[src/rtl/pattern_scan_ctrl_pkg.sv]
// Shared types and defaults for the 1010 detector frame sequencer.
package pattern_scan_ctrl_pkg;

   localparam int unsigned WORD_W_DEF = 8;
   localparam int unsigned CNT_W_DEF  = 8;
   localparam int unsigned ACC_W      = 8;

   typedef enum logic [1:0] {
      ST_IDLE  = 2'd0,
      ST_FILL  = 2'd1,
      ST_SHIFT = 2'd2,
      ST_DRAIN = 2'd3
   } scan_state_e;

endpackage

[src/rtl/pattern_scan_ctrl_hit_counter.sv]
// Saturating hit counter with synchronous clear; never wraps.
module scan_hit_counter
   import pattern_scan_ctrl_pkg::*;
#(
   parameter int unsigned CNT_W = CNT_W_DEF
) (
   input  logic             clk,
   input  logic             reset_n,
   input  logic             i_clr,
   input  logic             i_en,
   output logic [CNT_W-1:0] o_count
);

   logic [CNT_W-1:0] r_count;

   // Clear wins over increment; increment stops at all-ones.
   always_ff @(posedge clk or negedge reset_n) begin
      if (!reset_n) begin
         r_count <= '0;
      end else if (i_clr) begin
         r_count <= '0;
      end else if (i_en && (r_count != {CNT_W{1'b1}})) begin
         r_count <= r_count + CNT_W'(1);
      end
   end

   assign o_count = r_count;

endmodule

[src/rtl/pattern_scan_ctrl.sv]
// Frame sequencer: serialises N words MSB-first into the 1010 detector and counts its hits.
module pattern_scan_ctrl
   import pattern_scan_ctrl_pkg::*;
#(
   parameter int unsigned WORD_W = WORD_W_DEF,
   parameter int unsigned CNT_W  = CNT_W_DEF
) (
   input  logic              clk,
   input  logic              reset_n,
   input  logic              start,
   input  logic [7:0]        num_words,
   input  logic              in_valid,
   input  logic [WORD_W-1:0] in_data,
   output logic              in_ready,
   output logic              det_x,
   output logic              det_reset,
   input  logic              det_hit,
   output logic              busy,
   output logic              done,
   output logic [CNT_W-1:0]  hit_count,
   output logic              underrun
);

   localparam int unsigned BIT_W = (WORD_W > 1) ? $clog2(WORD_W) : 1;
   localparam logic [BIT_W-1:0] BIT_LAST = BIT_W'(WORD_W - 1);

   scan_state_e       r_state;
   logic [ACC_W-1:0]  r_n;
   logic [ACC_W-1:0]  r_accepted;
   logic [BIT_W-1:0]  r_bit_cnt;
   logic [WORD_W-1:0] r_shreg;
   logic [WORD_W-1:0] r_hold;
   logic              r_hold_full;
   logic              r_in_ready;
   logic              r_det_reset;
   logic              r_busy;
   logic              r_done;
   logic              r_underrun;
   logic              r_bit_v_d;

   scan_state_e       w_state_nxt;
   logic [ACC_W-1:0]  w_acc_nxt;
   logic              w_hold_full_nxt;
   logic              w_fire;
   logic              w_last;
   logic              w_load_in;
   logic              w_load_hold;
   logic              w_to_hold;
   logic              w_clr_frame;
   logic              w_clr_hit;
   logic              w_set_underrun;
   logic              w_ready_nxt;

   assign w_fire = in_valid & r_in_ready;
   assign w_last = (r_bit_cnt == '0);

   // Next-state and datapath steering decisions.
   always_comb begin
      w_state_nxt     = r_state;
      w_acc_nxt       = r_accepted;
      w_hold_full_nxt = r_hold_full;
      w_load_in       = 1'b0;
      w_load_hold     = 1'b0;
      w_to_hold       = 1'b0;
      w_clr_frame     = 1'b0;
      w_clr_hit       = 1'b0;
      w_set_underrun  = 1'b0;
      case (r_state)
         ST_IDLE: begin
            if (start) begin
               w_clr_hit = 1'b1;
               if (num_words != 8'd0) begin
                  w_clr_frame = 1'b1;
                  w_acc_nxt   = '0;
                  w_state_nxt = ST_FILL;
               end else begin
                  w_state_nxt = ST_DRAIN;
               end
            end
         end
         ST_FILL: begin
            if (w_fire) begin
               w_load_in   = 1'b1;
               w_acc_nxt   = r_accepted + ACC_W'(1);
               w_state_nxt = ST_SHIFT;
            end
         end
         ST_SHIFT: begin
            if (w_last) begin
               // Priority: held word, then bypass, then frame end, else bubble.
               if (r_hold_full) begin
                  w_load_hold     = 1'b1;
                  w_hold_full_nxt = 1'b0;
               end else if (w_fire) begin
                  w_load_in = 1'b1;
                  w_acc_nxt = r_accepted + ACC_W'(1);
               end else if (r_accepted == r_n) begin
                  w_state_nxt = ST_DRAIN;
               end else begin
                  w_state_nxt    = ST_FILL;
                  w_set_underrun = 1'b1;
               end
            end else if (w_fire) begin
               w_to_hold       = 1'b1;
               w_hold_full_nxt = 1'b1;
               w_acc_nxt       = r_accepted + ACC_W'(1);
            end
         end
         ST_DRAIN: begin
            w_state_nxt = ST_IDLE;
         end
         default: begin
            w_state_nxt = ST_IDLE;
         end
      endcase
      w_ready_nxt = (w_state_nxt == ST_FILL) ||
                    ((w_state_nxt == ST_SHIFT) && !w_hold_full_nxt && (w_acc_nxt < r_n));
   end

   // State, datapath and registered outputs.
   always_ff @(posedge clk or negedge reset_n) begin
      if (!reset_n) begin
         r_state     <= ST_IDLE;
         r_n         <= '0;
         r_accepted  <= '0;
         r_bit_cnt   <= '0;
         r_shreg     <= '0;
         r_hold      <= '0;
         r_hold_full <= 1'b0;
         r_in_ready  <= 1'b0;
         r_det_reset <= 1'b1;
         r_busy      <= 1'b0;
         r_done      <= 1'b0;
         r_underrun  <= 1'b0;
         r_bit_v_d   <= 1'b0;
      end else begin
         r_state     <= w_state_nxt;
         r_accepted  <= w_acc_nxt;
         r_hold_full <= w_hold_full_nxt;
         r_in_ready  <= w_ready_nxt;
         r_det_reset <= (w_state_nxt == ST_IDLE) || (w_state_nxt == ST_FILL);
         r_busy      <= (w_state_nxt != ST_IDLE);
         r_done      <= (r_state == ST_DRAIN);
         r_bit_v_d   <= (r_state == ST_SHIFT);
         if (w_clr_frame) begin
            r_n        <= num_words;
            r_underrun <= 1'b0;
         end
         if (w_set_underrun) begin
            r_underrun <= 1'b1;
         end
         // Shift register empties to zero, so det_x is 0 outside SHIFT.
         if (w_load_in) begin
            r_shreg   <= in_data;
            r_bit_cnt <= BIT_LAST;
         end else if (w_load_hold) begin
            r_shreg   <= r_hold;
            r_bit_cnt <= BIT_LAST;
         end else if (r_state == ST_SHIFT) begin
            r_shreg   <= {r_shreg[WORD_W-2:0], 1'b0};
            r_bit_cnt <= r_bit_cnt - BIT_W'(1);
         end
         if (w_to_hold) begin
            r_hold <= in_data;
         end
      end
   end

   scan_hit_counter #(
      .CNT_W (CNT_W)
   ) u_hits (
      .clk     (clk),
      .reset_n (reset_n),
      .i_clr   (w_clr_hit),
      .i_en    (det_hit & r_bit_v_d),
      .o_count (hit_count)
   );

   assign in_ready  = r_in_ready;
   assign det_x     = r_shreg[WORD_W-1];
   assign det_reset = r_det_reset;
   assign busy      = r_busy;
   assign done      = r_done;
   assign underrun  = r_underrun;

endmodule

[config.mk]
export PLATFORM = sky130hd
export DESIGN_NAME = pattern_scan_ctrl
export DESIGN_NICKNAME = d
export VERILOG_FILES = /design/src/rtl/pattern_scan_ctrl_pkg.sv /design/src/rtl/pattern_scan_ctrl_hit_counter.sv /design/src/rtl/pattern_scan_ctrl.sv
export SDC_FILE = /design/constraint.sdc
export NUM_CORES = 1
export LEC_CHECK = 0
export ABC_AREA = 1
export BUFFER_PORTS_ARGS = -buffer_cell sky130_fd_sc_hd__buf_4
export CORE_UTILIZATION = 36
export DETAILED_ROUTE_END_ITERATION = 10
export HOLD_SLACK_MARGIN = 0.05
export PLACE_DENSITY_LB_ADDON = 0.08
export REMOVE_ABC_BUFFERS = 1
export SLEW_MARGIN = 20
export SYNTH_ARGS = -nofsm -noshare
export SYNTH_HDL_FRONTEND = slang
export SYNTH_SLANG_ARGS = --single-unit
[constraint.sdc]
create_clock -name clk -period 3.4 [get_ports clk]
set_input_delay 0.85 -clock clk [delete_from_list [all_inputs] [get_ports clk]]
set_output_delay 0.85 -clock clk [all_outputs]
set_load 0.02 [all_outputs]
### Word-level counts from Yosys, hierarchy flattened

Index checks and enable logic that the tools add are counted.

* flip-flop bits (word level): 52
* output and inout port bits: 14

* $add $sub $neg: 3
* eq/ne operators: 7
* bitwise logic cells: 2
* mux-type cells: 46
* order comparisons: 1
* reduce and logical (&&, ||, !) cells: 14

Operators with widths (number)
* $mux 8: 10
* $pmux 8 s3: 1
* $mux 1: 23
* $add 8x1->8 const B: 2
* $mux 2: 7
* $mux 3: 3
* $eq 8x8->1: 1
* $lt 8x8->1: 1
* $ne 8x8->1 const B: 1
* $pmux 2 s4: 1
* $reduce_bool 8->1: 1
* $eq 2x2->1 const B: 3
* $reduce_bool 2->1: 3
* $eq 2x1->1 const B: 2
* $logic_not 2->1: 2
* $logic_and 1x1->1: 3
* $logic_not 3->1: 1
* $reduce_bool 3->1: 1
* $sub 3x1->3 const B: 1
* $and 1x1->1: 2
* $logic_or 1x1->1: 2
* $pmux 1 s2: 1
* $logic_not 1->1: 1

### Longest topological paths before layout

Gate-level depths: netlist (run 1).

* depth in word-level cells: 10
* depth in mapped cells: 19
* mapped depth without buffers: 19

### By module

A second synthesis (run 1) with hierarchy kept.

* cell total of the unflattened synthesis: 381
* area total of the unflattened synthesis: 2944.1 um^2

By module, submodules not included
* pattern_scan_ctrl: instances 1, area each 2432.3 um^2, cells an instance 307
* scan_hit_counter: instances 1, area each 511.7 um^2, cells an instance 74

### Worst setup path after synthesis (run 1)

No wires, ideal clock.

* path type: in2reg
* start: input in_valid
* end: register r_in_ready (netlist: in_ready)
* slack: 0.412 ns
* required time: 3.335 ns
* arrival: 2.923 ns
* setup time: 0.065 ns
* cell stages on the path: 16
* path through: nand2_1 > inv_1 > nand2_1 > nor3_1 > nand4_1 > nor2_1 > a21oi_1 > a31oi_1 > ha_1 > nand2_1 > nor2_1 > a2111oi_0 > nand2_1 > nor2_1 > nand2_1 > nand2_1

RTL lines
* start: declaration: line pattern_scan_ctrl.sv:12 `input logic in_valid,`
* $and 1x1->1 (*): line pattern_scan_ctrl.sv:54 `assign w_fire = in_valid & r_in_ready;`
* $mux 8 (*): line pattern_scan_ctrl.sv:82, pattern_scan_ctrl.sv:94, pattern_scan_ctrl.sv:103
* $mux 8: line pattern_scan_ctrl.sv:91 `if (r_hold_full) begin`
* $mux 8: line pattern_scan_ctrl.sv:89 `if (w_last) begin`
* $pmux 8 s3 (*): line pattern_scan_ctrl.sv:68 `case (r_state)`
* via w_acc_nxt[7]: line pattern_scan_ctrl.sv:42 `logic [ACC_W-1:0] w_acc_nxt;`
* $lt 8x8->1 (*): line pattern_scan_ctrl.sv:117 `((w_state_nxt == ST_SHIFT) && !w_hold_full_nxt && (w_acc_nxt < r_n));`
* $logic_and 1x1->1 (*): line pattern_scan_ctrl.sv:117
* $logic_or 1x1->1 (*): line pattern_scan_ctrl.sv:116 `w_ready_nxt = (w_state_nxt == ST_FILL) ||`
* via w_ready_nxt: line pattern_scan_ctrl.sv:52 `logic w_ready_nxt;`
* end signal: assignment: line pattern_scan_ctrl.sv:140 `r_in_ready <= w_ready_nxt;`
* end: declaration: line pattern_scan_ctrl.sv:34 `logic r_in_ready;`

Mark *: on every way through the listed nets, which the timed path passes. The rest lies on a longest branch.
A chain may end at the register's enable or synchronous reset.

### Worst setup path after layout (run 1)

* start: register r_state[0]
* end: register r_in_ready (netlist: in_ready)

RTL lines
* start: declaration: line pattern_scan_ctrl.sv:27 `scan_state_e r_state;`
* start signal: assignment: line pattern_scan_ctrl.sv:137 `r_state <= w_state_nxt;`
* $eq 2x2->1, or another cell as far along: line pattern_scan_ctrl.sv:68
* $pmux 8 s3 (*): line pattern_scan_ctrl.sv:68
* via w_acc_nxt[6]: line pattern_scan_ctrl.sv:42
* $lt 8x8->1 (*): line pattern_scan_ctrl.sv:117
* $logic_and 1x1->1 (*): line pattern_scan_ctrl.sv:117
* $logic_or 1x1->1 (*): line pattern_scan_ctrl.sv:116
* via w_ready_nxt: line pattern_scan_ctrl.sv:52

Marks and branches as above.

==> results of run 1 <==
layout by cell type, fill, tap and decap left out, types with 2 or more instances in the layout:
cell / netlist / routed
a21oi_1: 12 / 12
a21oi_2: 2 / 2
a22oi_1: 5 / 5
a31oi_1: 2 / 2
buf_4: 0 / 37
clkbuf_8: 0 / 5
dfrtp_1: 51 / 51
ha_1: 15 / 15
inv_1: 58 / 58
inv_2: 2 / 2
mux2_2: 3 / 3
nand2_1: 98 / 98
nand3_1: 14 / 14
nand4_1: 2 / 2
nor2_1: 18 / 18
nor2_4: 2 / 2
nor3_1: 3 / 3
o21ai_0: 40 / 40
o221ai_1: 5 / 5
or2_2: 2 / 2
xnor2_1: 5 / 5
cell usage after synthesis:
library cell   n
clkbuf_1       3
nor3_1         3
a221oi_1       1
clkinv_4       1
o221ai_1       5
nand2_2        1
a21oi_1       12
a22oi_1        5
nand2_4        1
dfstp_2        1
nand3_1       14
a31oi_1        2
or2_1          1
xnor2_1        5
inv_1         58
nand2_1       98
inv_2          2
dfrtp_1       51
nor4_1         1
inv_4          1
ha_1          15
o21ai_0       40
or2_2          2
o21ai_2        1
nor2_1        18
mux2_2         3
a32o_1         1
a21oi_2        2
a2111oi_0      1
nor2_4         2
nand4_1        2
cell type report:
class,count,area [um^2]
Clock buffer,6,72.6
Clock inverter,2,35.0
Fill cell,753,4090
Inverter,62,240
Multi-Input combinational cell,236,1270
Sequential cell,52,1300
Tap cell,99,124
Timing Repair Buffer,37,278
state kept, by name (all words and copies together) (netlist names):
register and cells:
r_bit_v_d 1, busy 1, u_hits.o_count 8, r_hold 8, det_reset 1, done 1
r_shreg 8, r_n 8, r_accepted 8, underrun 1, r_bit_cnt 3, r_state 2
r_hold_full 1, in_ready 1
worst min-delay path, delay by kind of cell (launching register included):
family	cells	cell delay, ns
AOI/OAI and AO/OA	1	0.06
and+or+nand+nor	1	0.05
DFF	1	0.35
path summary, 6_finish.rpt:
check,endpoint,slack (ns),cells past startpoint,from
max in group asynchronous,r_n[0]$_DFFE_PN0P_,2.40,1,reset_n
setup / recovery,in_ready$_DFF_PN0_,0.38,17,r_state[0]$_DFF_PN0_
hold reg to reg,r_hold[6]$_DFFE_PN0P_,0.49,2,r_hold[6]$_DFFE_PN0P_
hold / removal,r_hold[6]$_DFFE_PN0P_,0.49,2,r_hold[6]$_DFFE_PN0P_
setup reg to reg,in_ready$_DFF_PN0_,0.38,17,r_state[0]$_DFF_PN0_
min in group asynchronous,u_hits.o_count[7]$_DFFE_PN0P_,0.57,1,reset_n
power by group through the flow:
stage                     clock (mW)  sequential (mW)  combinational [mW]
after floorplan                    0            0.984               0.695
after global placement             0            0.960                1.02
after detailed placement           0            0.959                1.02
after CTS                      0.439            0.949                1.03
after global routing           0.468            0.980                1.19
final                          0.428            0.948                1.02
stage by stage:
stage	cell area [um^2]	std cells
finish	3320	494
global route	3320	494
CTS	3320	494
detailed placement	3220	486
global placement	3220	486
floorplan	2810	350
logic make-up after synthesis:
logic type / count (synthesis) / synth area share [%]
xor+xnor: 5 / 1.55
buf+inv: 65 / 8.90
flops: 52 / 46.1
fa+ha+maj: 15 / 6.64
compound gates: 70 / 14.4
simple gates: 143 / 21.2
mux: 3 / 1.20
layer usage:
metal	GRT usage, %	wire [um]	up-vias	part of all wire, %
met3	3.28	276	4	4.6
met4	4.44	61	0	1.0
met5	0	0	-	0
met2	23.8	2460	41	41
li1	-	-	1223	-
met1	23.8	3210	1058	53
==> impl_metrics.py, run 1 <==
metrics = {
    "run_status": {
        "run_status": "finished, final reports clean",
    },
    "min_path": {
        "min_path_type": "reg -> reg",
    },
    "timing": {
        "slew_headroom_pct": 33.2,
        "fin_skew_ns": 0.00754,
        "finalCriticalPeriod_ns": 3.02,
        "tightest_slew_ns": 0.998,
        "final-setup-viol-count": 0,
        "grt_setup_unrepaired": "no",
        "finalHoldViolations": 0,
        "tns_ns": 0,
        "finalHoldWorstSlack_ns": 0.489,
        "drv_slew": 0,
        "fmax_mhz": 331,
        "fin_ws_ns": 0.383,
        "fin_crit_sh_pct": 88.7,
    },
    "synthesis": {
        "synth_cell_types": 31,
        "yosysTopAreaCell": "dfrtp_1",
        "avgSynthCellArea_um2": 8.00,
        "synthCells": 353,
        "ys_seq_area_share_pct": 46.1,
        "synth_area_leaders": "dfrtp_1 (45%), nand2_1 (13%), inv_1 (7.7%)",
        "syn_area_um2": 2830,
        "ys_seq_elements": 52,
        "netlist.area_leader.share_pct": 45.2,
        "yosys_warnings": 0,
    },
    "floorplan": {
        "die_w_um": 90.6,
        "row_count": 31,
        "die_y_um": 90.6,
        "core_um2": 7410,
        "die_area_um2": 8210,
        "initial_core_util_pct": 38.1,
        "ioPinCount": 35,
    },
    "worst_setup_path": {
        "endpoint_kind": "flip-flop",
        "crit_buf_inv": 2,
        "cp-start-kind": "flip-flop",
        "crit_required_ns": 3.65,
        "crit_chain": "inv_1, ha_1, o21ai_0, nand2_1, nand2_1, or2_2, o21ai_0, nand2_1, inv_1, ha_1, nand2_1, nor2_1, a2111oi_0, nand2_1, nor2_1, nand2_1, nand2_1",
        "cp_top_family": "simple AND/OR/NAND/NOR gates",
        "critPathArrivalTime_ns": 3.27,
        "slowest_delay_ns": 0.43,
        "crit_top_cell": "nand2_1",
        "slowest_stage": "dfrtp_1",
        "critPathKind": "reg -> reg",
        "critPathMaxFanout": 6,
    },
    "detailed_routing": {
        "first_pass_iters": 4,
        "initialDrtViolationCount": 129,
        "wl_mm": 6.02,
        "wl_per_cell_um": 12.2,
        "via_per_inst": 4.71,
        "via_count": 2326,
        "postRouteAntennaNets": 0,
        "remaining_drc_errors": 0,
    },
    "placement": {
        "dpl_worst_slack_ns": 0.181,
        "hpwl_mm": 4.41,
        "gp_congestion": 0.851,
        "io_buffers": 34,
    },
    "global_route": {
        "grt_first_pass_wirelength_mm": 10.8,
        "grt_max_degree": 53,
        "antenna_found_initial": 0,
        "grt_usage_pct": 16.1,
        "first_global_vias": 2250,
        "gr-total-overflow": 0,
    },
    "cts": {
        "cts_setup_buffers": 0,
        "cts_sinks": 52,
        "clkTransAtPathRegs_ns": 0.09,
        "htreeDepth": 2,
        "cts_inserted_buffers": 5,
        "worstSkewPairLatency_ns": 0.31,
        "clk_path_buf_depth": 2,
        "cts-root-buf": "clkbuf_8",
        "cts_hold_buf": 0,
        "cts_tree": "done",
        "post_cts_resized": 0,
    },
    "final_layout": {
        "antenna_cells": 0,
        "syn2layout_area_growth_pct": 17.6,
        "drive_gt1_share_pct": 15.4,
        "final_util_pct": 44.9,
        "nets": 430,
    },
    "power_and_ir_drop": {
        "netSwitchingPower_uw": 961,
        "power_density_nw_per_um2": 719,
        "power_mw": 2.39,
        "combPwrFrac_pct": 42.5,
        "p_leak_nw": 1.73,
        "switching_share_pct": 40.2,
        "vdd.ir_drop.worst_mv": 0.219,
        "power.internal_mw": 1.43,
        "p_clk_share_pct": 17.9,
        "p_seq_share_pct": 39.6,
    },
    "flow_run": {
        "drv_cap": 0,
    },
}
(Power assumes the default switching activity.)
==> run 2, diff against run 1 <==
--- a/config.mk
+++ b/config.mk
@@ -7,10 +7,11 @@
 export LEC_CHECK = 0
 export ABC_AREA = 1
 export BUFFER_PORTS_ARGS = -buffer_cell sky130_fd_sc_hd__buf_4
-export CORE_UTILIZATION = 36
+export CORE_UTILIZATION = 50
 export DETAILED_ROUTE_END_ITERATION = 10
 export HOLD_SLACK_MARGIN = 0.05
 export PLACE_DENSITY_LB_ADDON = 0.08
+export RECOVER_POWER = 100
 export REMOVE_ABC_BUFFERS = 1
 export SLEW_MARGIN = 20
 export SYNTH_ARGS = -nofsm -noshare
==> run 2 against run 1 <==
Against the previous run: non-clock buffer count is 1 higher; sequential power about the same; clock power is 13% lower; fmax increased by 2.8%; core utilization increased by 13 points; final area is 4.1% lower; register-to-register slack better by 0.08 ns; final cell count down 5.5%; die area is 27% lower; critical path depth decreased by 1; total power down 4.9%; largest cell class unchanged.
==> impl_metrics.py, run 2 (same netlist as run 1, synthesis figures left out) <==
metrics = {
    "min_path": {
        "min_path_cells": 2,
        "min_path_type": "reg -> reg",
        "min_to": "r_hold[7]$_DFFE_PN0P_",
        "worst_hold_startpoint": "r_hold[7]$_DFFE_PN0P_",
    },
    "cts": {
        "htreeDepth": 2,
        "post_cts_resized": 0,
        "cts_sinks": 52,
        "clkTransAtPathRegs_ns": 0.08,
        "worstSkewPairLatency_ns": 0.30,
        "cts_hold_buf": 0,
        "cts_inserted_buffers": 5,
        "clk_path_buf_depth": 2,
        "cts_setup_buffers": 0,
        "cts_tree": "done",
        "cts-root-buf": "clkbuf_8",
    },
    "worst_setup_path": {
        "slowest_stage": "dfrtp_1",
        "critPathMaxFanout": 6,
        "crit_top_cell": "nand2_1",
        "critPathKind": "reg -> reg",
        "rr_startpoint": "r_state[0]$_DFF_PN0_",
        "critPathArrivalTime_ns": 3.18,
        "reg2reg_depth": 16,
        "slowest_delay_ns": 0.43,
        "crit_chain": "inv_1, ha_1, inv_1, nor2_1, nand2_1, nand2_1, inv_1, o21ai_0, ha_1, a21oi_1, nor2_1, a2111oi_0, nand2_1, nor2_1, nand2_1, nand2_1",
        "r2r-end": "in_ready$_DFF_PN0_",
        "regToRegSetupSlack_ns": 0.47,
        "cp-start-kind": "flip-flop",
        "endpoint_kind": "flip-flop",
        "crit_required_ns": 3.65,
    },
    "power_and_ir_drop": {
        "vdd.ir_drop.worst_mv": 0.331,
        "netSwitchingPower_uw": 926,
        "p_seq_share_pct": 41.8,
        "switching_share_pct": 40.7,
        "power.internal_mw": 1.35,
        "power_density_nw_per_um2": 713,
        "combPwrFrac_pct": 41.9,
        "p_clk_share_pct": 16.3,
        "p_leak_nw": 1.64,
    },
    "floorplan": {
        "die_y_um": 77.2,
        "die_area_um2": 5960,
        "ioPinCount": 35,
        "initial_core_util_pct": 51.6,
        "die_w_um": 77.2,
        "row_count": 27,
        "core_um2": 5470,
    },
    "timing": {
        "fin_crit_sh_pct": 86.3,
        "fin_skew_ns": 0.00562,
        "fmax_mhz": 341,
        "finalCriticalPeriod_ns": 2.93,
        "finalHoldWorstSlack_ns": 0.487,
        "grt_setup_unrepaired": "no",
        "finalHoldViolations": 0,
        "final-setup-viol-count": 0,
        "tightest_slew_ns": 1.27,
        "tns_ns": 0,
        "slew_headroom_pct": 15.3,
        "drv_slew": 0,
    },
    "placement": {
        "io_buffers": 34,
        "dp_cells": 460,
        "hpwl_mm": 4.28,
        "gp_congestion": 0.847,
        "placed_cell_area_um2": 3190,
    },
    "detailed_routing": {
        "initialDrtViolationCount": 115,
        "postRouteAntennaNets": 0,
        "wl_per_cell_um": 12.3,
        "first_pass_iters": 4,
        "wl_mm": 5.76,
        "remaining_drc_errors": 0,
        "via_count": 2366,
        "via_per_inst": 5.07,
    },
    "final_layout": {
        "nets": 431,
        "syn2layout_area_growth_pct": 12.8,
        "drive_gt1_share_pct": 10.1,
        "final_cell_mix": "nand2_1 (99), inv_1 (59), dfrtp_1 (51)",
        "final_cells": 467,
        "final_util_pct": 58.3,
        "final_cell_area_um2": 3190,
        "final_common_cell": "nand2_1",
        "fill_cells": 535,
        "antenna_cells": 0,
    },
    "global_route": {
        "antenna_found_initial": 0,
        "grt_max_degree": 53,
        "gr-total-overflow": 0,
        "first_global_vias": 2296,
        "grt_first_pass_wirelength_mm": 10.4,
        "grt_use_met3_pct": 4.40,
        "use_met2_pct": 34.2,
        "grt-busiest-layer": "met2",
        "grt_usage_pct": 22.1,
        "use_met1_pct": 30.6,
    },
    "flow_run": {
        "drv_cap": 0,
    },
    "run_status": {
        "run_status": "finished, final reports clean",
    },
}
run 2: worst max-delay path by stage:
stage,to,start
floorplan,in_ready$_DFF_PN0_,in_valid
global placement,in_ready$_DFF_PN0_,in_valid
detailed placement,in_ready$_DFF_PN0_,in_valid
CTS,in_ready$_DFF_PN0_,r_state[0]$_DFF_PN0_
global route,r_shreg[3]$_DFFE_PN0P_,r_state[0]$_DFF_PN0_
finish,in_ready$_DFF_PN0_,r_state[0]$_DFF_PN0_
run 2: critical path: cells and delay by family, from the launching register on:
| kind | cells | cell delay [ns] |
|---|---|---|
| AOI/OAI and AO/OA | 3 | 0.71 |
| adders and majority gates | 2 | 0.58 |
| buffers and inverters | 3 | 0.36 |
| DFF | 1 | 0.43 |
| and+or+nand+nor | 8 | 0.79 |
run 2: metrics by stage:
| step | setup WS, ns | power [mW] |
|---|---|---|
| floorplan | 0.412 | 1.68 |
| global placement | 0.179 | 1.96 |
| detailed placement | 0.172 | 1.98 |
| CTS | 0.432 | 2.37 |
| global route | 0.0920 | 2.51 |
| finish | 0.465 | 2.27 |
run 2: power groups by stage:
stage          combinational [mW]  clock, mW  sequential, mW
3_3_place_gp                0.999          0           0.958
2_1_floorplan               0.695          0           0.984
4_1_cts                      1.03      0.389           0.951
5_1_grt                      1.12      0.411           0.981
3_5_place_dp                 1.02          0           0.960
6_report                    0.952      0.371           0.951
run 2: layer usage:
| layer | part of all wire [%] | wire length [um] |
|---|---|---|
| met5 | 0 | 0 |
| met4 | 1.4 | 82 |
| met3 | 4.2 | 244 |
| met2 | 44 | 2540 |
| met1 | 50 | 2900 |
run 2: area by class of cell:
cell class / count / area [um^2] / share of cell area, %
sequential: 52 / 1300 / 40.9
multi-input combinational: 236 / 1240 / 38.9
inverter: 62 / 235 / 7.38
timing repair buffer: 38 / 223 / 6.99
clock buffer: 7 / 96.3 / 3.02
tap: 72 / 90.1 / 2.83
